==> config.mk <==
export PLATFORM = sky130hd
export DESIGN_NAME = addr_gen_arbiter
export DESIGN_NICKNAME = d
export VERILOG_FILES = /design/src/rtl/addr_gen_arbiter.sv
export SDC_FILE = /design/constraint.sdc
export NUM_CORES = 1
export LEC_CHECK = 0
export ABC_AREA = 1
export CORE_MARGIN = 2
export CORE_UTILIZATION = 50
export DETAILED_ROUTE_END_ITERATION = 16
export GPL_ROUTABILITY_DRIVEN = 0
export GPL_TIMING_DRIVEN = 0
export PLACE_DENSITY_LB_ADDON = 0.08
export SKIP_LAST_GASP = 1
export SLEW_MARGIN = 15
export SYNTH_ARGS = -nofsm -noshare
export SYNTH_HDL_FRONTEND = slang
export SYNTH_SLANG_ARGS = --single-unit
==> constraint.sdc <==
create_clock -name clk -period 3.6 [get_ports clk]
set_clock_uncertainty 0.2 [all_clocks]
set_input_delay 0.72 -clock clk [delete_from_list [all_inputs] [get_ports clk]]
set_output_delay 0.72 -clock clk [all_outputs]
set_load 0.1 [all_outputs]
==> src/rtl/addr_gen_arbiter.sv <==
// rtl/addr_gen_arbiter.sv - two-requester round-robin arbiter driving a linear address sweep
module addr_gen_arbiter #(
   parameter int ADDR_W = 13
) (
   input  logic              clk,
   input  logic              rstx,
   input  logic              req0,
   input  logic              req1,
   input  logic [ADDR_W-1:0] base0,
   input  logic [ADDR_W-1:0] base1,
   input  logic [ADDR_W-1:0] cnt0,
   input  logic [ADDR_W-1:0] cnt1,
   input  logic              ack,
   output logic              gnt0,
   output logic              gnt1,
   output logic              done0,
   output logic              done1,
   output logic [ADDR_W-1:0] addr,
   output logic              addr_valid,
   output logic              last,
   output logic              busy
);

   typedef enum logic [1:0] {
      IDLE = 2'd0,
      RUN  = 2'd1,
      DONE = 2'd2
   } state_t;

   state_t            state_q, state_d;
   logic [ADDR_W-1:0] addr_q, addr_d;
   logic [ADDR_W-1:0] rem_q, rem_d;
   logic              sel_q, sel_d;
   // prio_q names the requester that wins the next tie
   logic              prio_q, prio_d;
   logic              pick;

   always_ff @(posedge clk) begin
      if (rstx) begin
         state_q <= IDLE;
         addr_q  <= '0;
         rem_q   <= '0;
         sel_q   <= 1'b0;
         prio_q  <= 1'b0;
      end else begin
         state_q <= state_d;
         addr_q  <= addr_d;
         rem_q   <= rem_d;
         sel_q   <= sel_d;
         prio_q  <= prio_d;
      end
   end

   always_comb begin
      state_d = state_q;
      addr_d  = addr_q;
      rem_d   = rem_q;
      sel_d   = sel_q;
      prio_d  = prio_q;
      pick    = (req0 && req1) ? prio_q : req1;
      case (state_q)
         IDLE: begin
            if (req0 || req1) begin
               sel_d   = pick;
               addr_d  = pick ? base1 : base0;
               rem_d   = pick ? cnt1 : cnt0;
               state_d = RUN;
            end
         end
         RUN: begin
            if (ack) begin
               if (rem_q == '0) begin
                  state_d = DONE;
               end else begin
                  addr_d = addr_q + ADDR_W'(1);
                  rem_d  = rem_q - ADDR_W'(1);
               end
            end
         end
         DONE: begin
            prio_d  = ~sel_q;
            state_d = IDLE;
         end
         default: state_d = IDLE;
      endcase
   end

   assign addr_valid = (state_q == RUN);
   assign gnt0       = addr_valid && !sel_q;
   assign gnt1       = addr_valid && sel_q;
   assign done0      = (state_q == DONE) && !sel_q;
   assign done1      = (state_q == DONE) && sel_q;
   assign last       = addr_valid && (rem_q == '0);
   assign busy       = (state_q != IDLE);
   assign addr       = addr_q;

endmodule

* Yosys cells after proc, flatten, opt, wreduce, memory -nomap -nowiden
Cells that the tools add are included.
Word-level totals: bits in registers 30, bits of input ports 57, output and inout bits 20, logic and storage cells 44
Cells by class: $add $sub $neg 2, equality and inequality tests 6, mux-type cells 15, bitwise operators 1, reduce and logical (&&, ||, !) cells 15
Operators by type and width (number):
- $mux 13 | 8
- $pmux 13 s2 | 2
- $add 13x1->13 const B | 1
- $logic_not 13->1 | 1
- $sub 13x1->13 const B | 1
- $logic_and 1x1->1 | 6
- $mux 2 | 3
- $ne 2x2->1 const B | 3
- $pmux 2 s2 | 1
- $reduce_and 4->1 | 1
- $reduce_bool 2->1 | 2
- $reduce_and 3->1 | 1
- $eq 2x1->1 const B | 1
- $eq 2x2->1 const B | 1
- $logic_not 2->1 | 1
- $ne 2x1->1 const B | 1
- $reduce_and 2->1 | 1
- $logic_not 1->1 | 1
- $logic_or 1x1->1 | 1
- $mux 1 | 1
- $not 1->1 | 1

* Logic depth before layout (Yosys ltp)
word-level depth 5, gate-level depth with buffers 11, depth with buffers taken out 10

* Least setup slack after synthesis
OpenSTA, ideal clock, no wires.
kind flip-flop to output port, start point register state_q[0], end point output port last, arrival 2171 ps, required time 2680 ps, setup slack 509 ps, stages on the path, launching flop included 6, buffers on the path 1, cell sequence dfxtp_1 > inv_2 > nor2_4 > inv_1 > buf_1 > nor2_1
Between the ends: cells in the longest elaborated chain, start to end 2
RTL lines:
- start: declaration | RTL line 30 | state_t state_q, state_d;
- start signal: assignment | RTL line 46 | state_q <= state_d;
- $eq 2x1->1 | RTL line 88 | assign addr_valid = (state_q == RUN);
- $logic_and 1x1->1 | RTL line 93 | assign last = addr_valid && (rem_q == '0);
- end: declaration | RTL line 20 | output logic last,
Every way passes these cells.

* Worst setup path in the final report
Same ends and word-level chain as after synthesis.

==> impl_metrics.ini <==
[hold_path]
hold_start = prio_q
min-delay-path-class = reg2reg
worst_hold_path.num_cells = 2
hold_end = prio_q

[cells_and_area]
fraction_of_final_layout_cells_with_drive_strength_greater_than_1_pct = 5.25
areaGrowthSynthToFinish_pct = 38.3
num_antenna_cells = 0
nNetsFinal = 592
final-instance-count-excl-fill = 587
num-fill-cells = 462

[sta]
finalCritPeriodShare_pct = 94.5
max_freq_mhz = 294
final_max_slew_viol_count = 0
final_hold_viol_count = 0
timing.final.setup_violations = 0
rsz0062_at_grt = no
final.min_clock_period_ns = 3.40
slew_worst_pin_ns = 0.985
timing.slew.headroom_pct = 34.1
setup_tns_ns = 0

[synthesis]
edff_count_synth = 0
syn_area_sq_mm = 0.00241
mappedNetlistNets = 510
postSynthCellCount = 450
synth.yosys.seq_area_share_pct = 24.9
yosys_warnings = 0
register_bit_count_reported_by_yosys = 30
postSynth.asyncResetShare_pct = 0
synth-main-ff-cell = dfxtp_1
synthesis.area_per_instance_sq_um = 5.36
synth.distinct_cells = 30

[drt]
initialDrtViolationCount = 168
detailed_route_wire_length_mm = 7.21
drt-wirelength-per-cell_microns = 12.3
number_of_remaining_drc_errors = 0
drt_first_pass_iters = 5
via_per_inst = 5.07
detailroute.via_count = 2975
residual_antenna_violating_net_count_after_detailed_routing = 0

[global_route]
grt_first_pass_wirelength_mm = 11.6
grt_pass1_vias = 2646
antenna_violations_before_repair = 0
grt_start_max_net_pins = 11
global_route.usage.total_pct = 28.0
globalRouteOverflowTotal = 0

[pwr]
ir_drop_mv = 0.294
pwr-share-comb_pct = 47.2
internal_power_mw = 0.811
power_density_relative_to_cell_area_mw_per_mm2 = 442
sequentialPowerShare_pct = 29.0
switching_power_mw = 0.661
power.share.switching_pct = 44.9
power.clock.fraction_pct = 23.8
leakage_nw = 1.66

[worst_setup_path]
path_delay_family = buffers and inverters
critPathSlowestCell = dlygate4sd2_1
r2r_setup_slack_ns = 1.72
crit_path_class = reg2out
worstPathCellList = inv_2, nor2_4, inv_1, buf_1, nor2_1, dlygate4sd2_1
worstPathRequired_ns = 2.68
worst_ep_arrival_time_ns = 2.48
r2r-start = rem_q[4]
cp-end-kind = output pin
rr_worst_depth = 10
worst-path-stages = 6
critical_path_peak_fanout = 10
max_stage_delay_ns = 0.86
timing.rr.end = rem_q[12]
critPathBufInv = 4
critical_path.startpoint_type = flip-flop

[floorplan]
io_pins = 77
rows = 25
floorplan.initialDensity_pct = 51.4
core_area_sq_mm = 0.00469
dieHeight_microns = 73.4
floorplan.die_area_sq_mm = 0.00539
die_x_microns = 73.4

[clock_network]
max-clock-path-buffers = 2
post_cts_resize_count = 4
path_clk_slew_ns = 0.07
worstSkewPairLatency_ns = 0.29
holdBufCountCts = 0
cts_setup_buffers = 0
level_count_of_the_clock_h_tree = 2
cts_buf_count = 5
clk_root_buffer_cell = clkbuf_8
tritoncts = done
numClockSinks = 30

[run_status]
outcome = finished clean

[job]
maxCapViolations = 0

[place]
placed_cells_incl_taps = 579
dp.final_hpwl_mm = 5.52
io_buffers = 75
[worst register-to-register path, stage by stage, from the launching register on]
cell	delay, ns
dfxtp_1	0.35
nor2_2	0.16
nand2_1	0.11
nor2_2	0.20
nand3_2	0.15
nand2_1	0.12
buf_6	0.15
buf_6	0.16
nand2_1	0.07
nand2_1	0.06
nor2_1	0.05
[placed cells by master (no fill, tap or decap), drive strengths merged, types with 3 or more instances in the layout]
cell type | Yosys | routed
nand2 | 152 | 152
nor2 | 90 | 90
clkdlybuf4s50 | 0 | 71
inv | 56 | 56
nand3 | 49 | 49
dfxtp | 30 | 30
o21ai | 24 | 24
a21oi | 14 | 14
buf | 13 | 13
clkbuf | 5 | 10
nand3b | 4 | 4
dlygate4sd2 | 0 | 4
ha | 3 | 3
clkinv | 1 | 3
[per-layer routing]
layer | vias up | track usage (%) | routed length (microns)
li1 | 1551 | - | -
met1 | 1306 | 33.5 | 3100
met3 | 21 | 4.25 | 361
met5 | - | 0 | 0
met2 | 97 | 49.2 | 3510
met4 | 0 | 12.7 | 240
[power by group through the flow]
| stage | Clock (mW) | Sequential, mW | Combinational (mW) |
|---|---|---|---|
| floorplan | 0 | 0.574 | 0.356 |
| global placement | 0 | 0.432 | 0.684 |
| detailed placement | 0 | 0.433 | 0.693 |
| CTS | 0.350 | 0.425 | 0.693 |
| global route | 0.365 | 0.433 | 0.766 |
| finish | 0.351 | 0.426 | 0.696 |
[how the worst max path moves through the flow]
stage	startpoint	endpoint	slack, ns
global placement	state_q[0]	last	0.25
floorplan	state_q[0]	last	0.51
CTS	state_q[0]	last	0.20
global route	state_q[0]	last	0.1
finish	state_q[0]	last	0.20
detailed placement	state_q[0]	last	0.24
[cell families (layout without fill, tap and decap cells)]
logic type / count (synthesis) / after routing / share of synthesized area [%]
buf+inv: 75 / 158 / 12.9
fa+ha+maj: 3 / 3 / 1.56
flops: 30 / 30 / 24.9
xor+xnor: 2 / 2 / 0.727
simple gates: 298 / 298 / 50.8
compound gates: 42 / 42 / 9.03
[registers in the layout, indices dropped and copies added (netlist names)]
signal,cells
sel_q,1
rem_q,13
prio_q,1
addr,13
state_q,2
[synth_stat cells (2+ instances only)]
library cell / instances / area share [%]
ha_1: 3 / 1.6
clkbuf_1: 5 / 0.78
nor2_2: 3 / 0.78
dfxtp_1: 30 / 25
nand3_1: 48 / 10
a21oi_1: 14 / 2.9
o21ai_0: 21 / 4.4
nor2_1: 86 / 13
buf_6: 2 / 0.93
buf_2: 9 / 1.9
nand3b_1: 4 / 1.2
o21ai_1: 3 / 0.62
nand2_1: 151 / 24
inv_1: 55 / 8.6
[through the flow]
step	worst slack [ns]	area, sq um	hold slack, ns	util (%)	total power, mW
after floorplan	0.509	2410	0.237	-	0.930
after global placement	0.255	3230	0.262	68.8	1.12
after detailed placement	0.240	3230	0.270	68.8	1.13
after CTS	0.199	3330	0.282	71.0	1.47
after global routing	0.0953	3330	0.336	71.0	1.56
final	0.199	3330	0.277	71.0	1.47
[final cells by class]
| class | count | area (sq um) | share of cell area, % |
|---|---|---|---|
| Multi-Input combinational cell | 345 | 1500 | 44.9 |
| Sequential cell | 30 | 601 | 18.0 |
| Buffer | 18 | 97.6 | 2.93 |
| Tap cell | 54 | 67.6 | 2.03 |
| Timing Repair Buffer | 75 | 746 | 22.4 |
| Clock buffer | 5 | 68.8 | 2.07 |
| Clock inverter | 3 | 40.0 | 1.20 |
| Inverter | 57 | 214 | 6.42 |
(Power assumes the default switching activity.)
